### src/rtl/ultrasound_pkg.sv
// ---------------------------------------------------------------------------
// ultrasound_pkg
// Shared types and default timing for the ultrasound echo generator.
//   state_t  : FSM states of the echo generator
//   width_t  : 32-bit unsigned type used for every cycle count and echo width
//   DEF_*    : default timing constants used as parameter defaults by the top
//   in_range / calc_echo_width : echo width rules shared by RTL users
// ---------------------------------------------------------------------------
package ultrasound_pkg;

  typedef enum logic [2:0] {
    IDLE,
    TRIG,
    SETUP,
    ECHO,
    HOLDOFF
  } state_t;

  typedef logic [31:0] width_t;

  localparam int unsigned DEF_CLK_FREQ        = 50_000_000;
  localparam int unsigned DEF_TRIG_MIN_CYCLES = 1;
  localparam int unsigned DEF_SETUP_CYCLES    = 25_000;
  localparam int unsigned DEF_MAX_CM          = 400;
  localparam int unsigned DEF_TIMEOUT_CYCLES  = 1_900_000;
  localparam int unsigned DEF_HOLDOFF_CYCLES  = 500_000;

  // A distance earns a proportional echo only when it is valid and in 1..max_cm.
  function automatic logic in_range(input logic [8:0] cm, input logic valid,
                                    input width_t max_cm);
    width_t cm_w;
    cm_w = width_t'(cm);
    return valid && (cm_w >= 32'd1) && (cm_w <= max_cm);
  endfunction

  // The 9-bit distance is widened before the multiply so no product is truncated.
  function automatic width_t calc_echo_width(input logic [8:0] cm, input logic valid,
                                             input width_t cycles_per_cm,
                                             input width_t max_cm,
                                             input width_t timeout);
    if (in_range(cm, valid, max_cm)) begin
      return width_t'(cm) * cycles_per_cm;
    end
    return timeout;
  endfunction

endpackage

### src/rtl/ultrasound_echo_gen_lfsr16.sv
// ---------------------------------------------------------------------------
// lfsr16
// 16-bit Fibonacci LFSR (taps 16,14,13,11) that advances every clock cycle.
// It only exists in builds that define ULTRASOUND_NOISE_EN, the only
// configuration in which the echo generator instantiates it.
// Ports:
//   clk    : system clock, rising edge
//   rst_n  : asynchronous active-low reset, loads SEED
//   lfsr_q : current LFSR state
// ---------------------------------------------------------------------------
`ifdef ULTRASOUND_NOISE_EN
module lfsr16 #(
  parameter logic [15:0] SEED = 16'hACE1
) (
  input  logic        clk,
  input  logic        rst_n,
  output logic [15:0] lfsr_q
);

  logic feedback;

  // Tap numbering is 1-based from the LSB, so tap 16 is bit 15.
  assign feedback = lfsr_q[15] ^ lfsr_q[13] ^ lfsr_q[12] ^ lfsr_q[10];

  always_ff @(posedge clk or negedge rst_n) begin
    if (!rst_n) begin
      lfsr_q <= SEED;
    end else begin
      lfsr_q <= {lfsr_q[14:0], feedback};
    end
  end

endmodule
`endif

### src/rtl/ultrasound_echo_gen.sv
// ---------------------------------------------------------------------------
// ultrasound_echo_gen
// Emulates an HC-SR04 style ultrasonic ranger: a qualified trigger pulse is
// followed by a fixed burst delay and then an echo pulse whose width encodes
// the latched distance (or a timeout width when there is no valid target).
// Optional build macro ULTRASOUND_NOISE_EN adds LFSR-based jitter of -8..+7
// cycles to in-range echo widths.
// Ports:
//   clk              : system clock, rising edge
//   rst_n            : asynchronous active-low reset
//   trigger          : trigger from the measuring controller (same clock domain)
//   distance_cm      : emulated target distance in cm
//   distance_valid   : 1 = target present, 0 = no object
//   echo             : echo pulse to the controller
//   busy             : high in every state except IDLE
//   meas_done        : one-cycle pulse on the first cycle after echo falls
//   ignored_trig_cnt : saturating count of trigger rises seen while measuring
// ---------------------------------------------------------------------------
module ultrasound_echo_gen
  import ultrasound_pkg::*;
#(
  parameter int unsigned CLK_FREQ        = DEF_CLK_FREQ,
  parameter int unsigned TRIG_MIN_CYCLES = DEF_TRIG_MIN_CYCLES,
  parameter int unsigned SETUP_CYCLES    = DEF_SETUP_CYCLES,
  parameter int unsigned CYCLES_PER_CM   = CLK_FREQ * 2 / 34000,
  parameter int unsigned MAX_CM          = DEF_MAX_CM,
  parameter int unsigned TIMEOUT_CYCLES  = DEF_TIMEOUT_CYCLES,
  parameter int unsigned HOLDOFF_CYCLES  = DEF_HOLDOFF_CYCLES
) (
  input  logic       clk,
  input  logic       rst_n,
  input  logic       trigger,
  input  logic [8:0] distance_cm,
  input  logic       distance_valid,
  output logic       echo,
  output logic       busy,
  output logic       meas_done,
  output logic [7:0] ignored_trig_cnt
);

  state_t     state_q, state_d;
  width_t     cnt_q, cnt_d;
  logic       meas_done_q, meas_done_d;
  logic       trig_q;
  logic       trig_rise;
  logic [8:0] latched_cm_q;
  logic       latched_valid_q;
  logic [7:0] ignored_q;
  logic       latch_en;
  width_t     base_width;
  width_t     echo_width;

  // A trigger held high across HOLDOFF->IDLE produces no rise, so it is not accepted.
  assign trig_rise = trigger & ~trig_q;
  assign latch_en  = (state_q == IDLE) && trig_rise;

  assign base_width = calc_echo_width(latched_cm_q, latched_valid_q,
                                      width_t'(CYCLES_PER_CM), width_t'(MAX_CM),
                                      width_t'(TIMEOUT_CYCLES));

`ifdef ULTRASOUND_NOISE_EN
  logic [15:0]        lfsr_q;
  logic [3:0]         jitter_q;
  logic signed [33:0] jittered;

  lfsr16 #(.SEED(16'hACE1)) u_lfsr (
    .clk    (clk),
    .rst_n  (rst_n),
    .lfsr_q (lfsr_q)
  );

  // Jitter is captured together with the distance so it stays fixed per measurement.
  always_ff @(posedge clk or negedge rst_n) begin
    if (!rst_n) begin
      jitter_q <= '0;
    end else if (latch_en) begin
      jitter_q <= lfsr_q[3:0];
    end
  end

  // Jitter only perturbs proportional echoes; the result never drops below one cycle.
  always_comb begin
    jittered   = $signed({2'b00, base_width}) + 34'($signed(jitter_q));
    echo_width = base_width;
    if (in_range(latched_cm_q, latched_valid_q, width_t'(MAX_CM))) begin
      if (jittered < 34'sd1) begin
        echo_width = 32'd1;
      end else begin
        echo_width = jittered[31:0];
      end
    end
  end
`else
  assign echo_width = base_width;
`endif

  // State, counter, trigger history and the done pulse.
  always_ff @(posedge clk or negedge rst_n) begin
    if (!rst_n) begin
      state_q     <= IDLE;
      cnt_q       <= '0;
      meas_done_q <= 1'b0;
      trig_q      <= 1'b0;
    end else begin
      state_q     <= state_d;
      cnt_q       <= cnt_d;
      meas_done_q <= meas_done_d;
      trig_q      <= trigger;
    end
  end

  // Distance is frozen on acceptance so later input changes cannot disturb a measurement.
  always_ff @(posedge clk or negedge rst_n) begin
    if (!rst_n) begin
      latched_cm_q    <= '0;
      latched_valid_q <= 1'b0;
    end else if (latch_en) begin
      latched_cm_q    <= distance_cm;
      latched_valid_q <= distance_valid;
    end
  end

  // Trigger rises during SETUP, ECHO or HOLDOFF are counted but otherwise ignored.
  always_ff @(posedge clk or negedge rst_n) begin
    if (!rst_n) begin
      ignored_q <= '0;
    end else if (trig_rise && (ignored_q != 8'hFF) &&
                 ((state_q == SETUP) || (state_q == ECHO) || (state_q == HOLDOFF))) begin
      ignored_q <= ignored_q + 8'd1;
    end
  end

  // Next-state logic. In TRIG the rising-edge cycle seen in IDLE is part of the
  // high time, hence the +1 when the trigger length is qualified.
  always_comb begin
    state_d     = state_q;
    cnt_d       = cnt_q;
    meas_done_d = 1'b0;
    case (state_q)
      IDLE: begin
        if (trig_rise) begin
          state_d = TRIG;
          cnt_d   = '0;
        end
      end
      TRIG: begin
        if (trigger) begin
          cnt_d = cnt_q + 32'd1;
        end else begin
          cnt_d = '0;
          if ((cnt_q + 32'd1) >= width_t'(TRIG_MIN_CYCLES)) begin
            state_d = SETUP;
          end else begin
            state_d = IDLE;
          end
        end
      end
      SETUP: begin
        if (cnt_q == width_t'(SETUP_CYCLES - 1)) begin
          state_d = ECHO;
          cnt_d   = '0;
        end else begin
          cnt_d = cnt_q + 32'd1;
        end
      end
      ECHO: begin
        if (cnt_q == (echo_width - 32'd1)) begin
          state_d     = HOLDOFF;
          cnt_d       = '0;
          meas_done_d = 1'b1;
        end else begin
          cnt_d = cnt_q + 32'd1;
        end
      end
      HOLDOFF: begin
        if (cnt_q == width_t'(HOLDOFF_CYCLES - 1)) begin
          state_d = IDLE;
          cnt_d   = '0;
        end else begin
          cnt_d = cnt_q + 32'd1;
        end
      end
      default: begin
        state_d = IDLE;
        cnt_d   = '0;
      end
    endcase
  end

  // Echo is decoded straight from the state register so reset drops it at once.
  assign echo             = (state_q == ECHO);
  assign busy             = (state_q != IDLE);
  assign meas_done        = meas_done_q;
  assign ignored_trig_cnt = ignored_q;

endmodule

### config.mk
export PLATFORM = sky130hd
export DESIGN_NAME = ultrasound_echo_gen
export DESIGN_NICKNAME = d
export VERILOG_FILES = /design/src/rtl/ultrasound_pkg.sv /design/src/rtl/ultrasound_echo_gen_lfsr16.sv /design/src/rtl/ultrasound_echo_gen.sv
export SDC_FILE = /design/constraint.sdc
export NUM_CORES = 1
export LEC_CHECK = 0
export ABC_AREA = 1
export CAP_MARGIN = 5
export CORE_MARGIN = 1.5
export CORE_UTILIZATION = 64
export DETAILED_ROUTE_END_ITERATION = 12
export GPL_TIMING_DRIVEN = 0
export PLACE_DENSITY = 0.86
export SYNTH_ARGS = -nofsm -noshare
export SYNTH_HDL_FRONTEND = slang
export SYNTH_HIERARCHICAL = 1
export SYNTH_SLANG_ARGS = --single-unit
### constraint.sdc
create_clock -name clk -period 5.7 [get_ports clk]
set_clock_uncertainty 0.1 [all_clocks]
set_input_delay 1.425 -clock clk [delete_from_list [all_inputs] [get_ports clk]]
set_output_delay 1.425 -clock clk [all_outputs]
set_load 0.02 [all_outputs]
==> results.json <==
{
  "final-hold-violation-count": 0,
  "regToRegStartpoint": "latched_cm_q[6]",
  "reg2reg_depth": 29,
  "cts_inserted_buffers": 5,
  "power_density_nw_per_um2": 142,
  "maxSlewViolCount": 0,
  "critical_path.endpoint_type": "flop",
  "floorplan.core_area_um2": 10800,
  "dpl_cell_area_um2": 7480,
  "max_clock_freq_ghz": 0.173,
  "clk_transition_reported_paths_ns": 0.13,
  "initial_antenna_violation_count": 0,
  "ioPinCount": 24,
  "finalSetupViolCount": 32,
  "power.combinational.fraction": 0.352,
  "insertedDiodeCount": 0,
  "die_area_um2": 11700,
  "min_delay_path_depth": 1,
  "postSynthNetCount": 1163,
  "vias_after_detailed_routing": 7601,
  "worstPathRequired_ns": 5.79,
  "start_util": 0.654,
  "drt-wirelength-per-cell_um": 18.0,
  "ir_drop_uv": 223,
  "power_switching_share": 0.417,
  "crit_path_max_fanout": 6,
  "cpMostUsedCell": "sky130_fd_sc_hd__nand2_1",
  "cpMaxStageDelayCell": "sky130_fd_sc_hd__fa_2",
  "hold_buffers": 0,
  "cts_buffer_depth": 2,
  "layout.cells.most_common_list": "sky130_fd_sc_hd__nand2_1, sky130_fd_sc_hd__inv_1, sky130_fd_sc_hd__nor2_1, sky130_fd_sc_hd__nand3_1, sky130_fd_sc_hd__dfrtp_1",
  "tightestPinTransition_ns": 1.17,
  "tritoncts": "built",
  "postLayoutCellArea_um2": 8540,
  "asyncSetResetFlopFracSynth": 1.00,
  "die_height_um": 108,
  "timing.hold.worst.class": "flop to flop",
  "crit_path_setup_slack_layout_ns": -0.0797,
  "post-route-min-period_ns": 5.78,
  "ctsHtreeMaxLevel": 2,
  "failed_checks": "negative setup slack",
  "cts-root-buf": "sky130_fd_sc_hd__clkbuf_8",
  "outcome": "finished with violations",
  "post_synth_inst_count": 1054,
  "arrival_time_at_the_worst_endpoint_ns": 5.87,
  "numPortBuffers": 23,
  "leakage_power_uw": 0.00427,
  "holdPathEnd": "ignored_trig_cnt[7]",
  "final_common_cell": "sky130_fd_sc_hd__nand2_1",
  "grtUsageTotal": 0.348,
  "grt_first_pass_wirelength_um": 32000,
  "synth_area_per_cell_um2": 6.70,
  "postRouteAntennaNets": 0,
  "dr_iter_0_viols": 807,
  "holdCritStartpoint": "ignored_trig_cnt[7]",
  "chipWidth_um": 108,
  "via_per_inst": 5.99,
  "filler_cell_count": 661,
  "ys_seq_area_frac": 0.195,
  "critical_path.reg2reg.endpoint": "cnt_q[16]",
  "drt_pre_antenna_iters": 8,
  "via_count_of_the_first_global_routing_pass": 6834,
  "dp.final_hpwl_um": 14500,
  "routed_wirelength_um": 22900,
  "startpoint_type": "flop",
  "syn-cell-area_um2": 7060,
  "power.internal_uw": 705,
  "net-switching-power_uw": 504,
  "timing.slew.headroom": 0.216,
  "ys.warnings.count": 6,
  "route.detailed.drc": 0,
  "area_growth_syn_to_layout_pct": 20.9,
  "ys_types": 36,
  "ys.flop_type": "sky130_fd_sc_hd__dfrtp_1",
  "synth-edff-count": 0,
  "globalplace.congestion": 0.963,
  "timing.max_cap.violations": 0,
  "worstSkewPairLatency_ns": 0.34,
  "synth-seq-cells": 55,
  "share_of_power_burned_in_registers": 0.443,
  "finalCritPeriodShare": 1.01,
  "global_route.overflow_total": 0,
  "finish.net_count": 1238,
  "hold_slack_ns": 0.414,
  "floorplan.rows": 38,
  "multi_input_area_um2": 5320,
  "share_clk_of_total_power": 0.205,
  "grt_max_degree": 40,
  "footprint_of_the_flip_flops_and_latches_um2": 1390,
  "worst-r2r-setup-slack_ns": -0.08,
  "layout-drive-gt1-share": 0.196,
  "max_stage_delay_ns": 0.68,
  "numClockSinks": 55,
  "criticalPathCategory": "flop to flop",
  "rsz_0062_raised_after_global_routing": "yes"
}
==> synthesized netlist by cell type, types with 2 or more instances <==
library cell               count  area, um^2
sky130_fd_sc_hd__o21ai_1      31         155
sky130_fd_sc_hd__buf_6         4        45.0
sky130_fd_sc_hd__clkbuf_1      7        26.3
sky130_fd_sc_hd__nand2_2       5        31.3
sky130_fd_sc_hd__nand4_1      35         219
sky130_fd_sc_hd__fa_1         39         781
sky130_fd_sc_hd__xnor2_1       3        26.3
sky130_fd_sc_hd__or2_2         4        25.0
sky130_fd_sc_hd__nand2_4       2        22.5
sky130_fd_sc_hd__nand3_2       6        60.1
sky130_fd_sc_hd__nor2_2        9        56.3
sky130_fd_sc_hd__dfrtp_1      55        1380
sky130_fd_sc_hd__nor3_1       22         110
sky130_fd_sc_hd__nor2_4        5        56.3
sky130_fd_sc_hd__o21ai_0       6        30.0
sky130_fd_sc_hd__a21oi_1      22         110
sky130_fd_sc_hd__a21o_1        2        15.0
sky130_fd_sc_hd__nand3_1      77         385
sky130_fd_sc_hd__ha_1         57         713
sky130_fd_sc_hd__inv_1       226         848
sky130_fd_sc_hd__nand2_1     272        1020
sky130_fd_sc_hd__nand3b_1      2        15.0
sky130_fd_sc_hd__xor2_1       45         394
sky130_fd_sc_hd__nor4_1       10        62.6
sky130_fd_sc_hd__nor2_1       97         364
==> layer usage <==
layer,vias up,GRT usage,part of all wire
met2,538,0.599,0.47
met3,129,0.0464,0.096
met4,0,0.104,0.056
met5,-,0,0
li1,3437,-,-
met1,3497,0.457,0.37
==> cell type report <==
cell class	instances	area share
multi-input cells	761	0.624
flip-flops and latches	55	0.162
inverters	226	0.101
repair buffers	68	0.0718
well taps	140	0.0205
plain buffers	12	0.00967
clock buffers	5	0.00806
clock inverters	3	0.00322
==> timing repair <==
item	in CTS	in global routing
gates cloned	1	1
setup endpoints to repair	35	36
pin swaps	15	74
gates resized for setup	47	115
buffers inserted	18	24
==> metrics by stage <==
stage	worst slack (ns)	power (uW)	setup TNS, ns	std cells	utilization
finish	-0.0797	1210	-1.45	1270	0.791
CTS	0.00638	1180	0	1245	0.735
detailed placement	-0.355	942	-9.67	1218	0.693
global route	-0.226	1280	-6.92	1270	0.791
global placement	-0.196	935	-5.64	1217	0.692
floorplan	0.455	803	0	1054	-
==> kinds of logic after synthesis <==
logic type	after synthesis	synth area share
AND/OR/NAND/NOR	549	0.350
adder cells (fa/ha/maj)	96	0.212
XOR/XNOR	48	0.0595
buffers and inverters	238	0.131
flip-flops	55	0.195
AO/OA/AOI/OAI	68	0.0526
==> how the worst max path moves through the flow <==
stage,cells past startpoint,slack [ns],from,to
2_1_floorplan,32,0.46,latched_cm_q[4],cnt_q[11]
3_3_place_gp,30,-0.20,latched_cm_q[7],cnt_q[18]
3_5_place_dp,28,-0.35,latched_cm_q[7],cnt_q[21]
4_1_cts,32,0.006,latched_cm_q[4],cnt_q[23]
5_1_grt,27,-0.23,latched_cm_q[6],cnt_q[30]
6_report,29,-0.08,latched_cm_q[6],cnt_q[16]
==> power by group through the flow <==
stage | registers, uW | clock network, uW | logic (uW)
floorplan | 551 | 0 | 252
global placement | 540 | 0 | 395
detailed placement | 538 | 0 | 405
CTS | 531 | 245 | 408
global route | 544 | 260 | 471
finish | 536 | 248 | 425
==> flip-flops by register name, summed over array words and instances, names as in the netlist <==
name and count:
state_q 3, latched_cm_q 9, trig_q 1, meas_done 1
ignored_trig_cnt 8, latched_valid_q 1, cnt_q 32
==> critical path: cells and delay by family, from the launching register on <==
family	cells	cell delay [ns]
AOI/OAI and AO/OA	2	0.28
adders and majority gates	5	2.46
buffers and inverters	6	0.64
DFF	1	0.48
and+or+nand+nor	16	1.68
(Power assumes the default switching activity.)
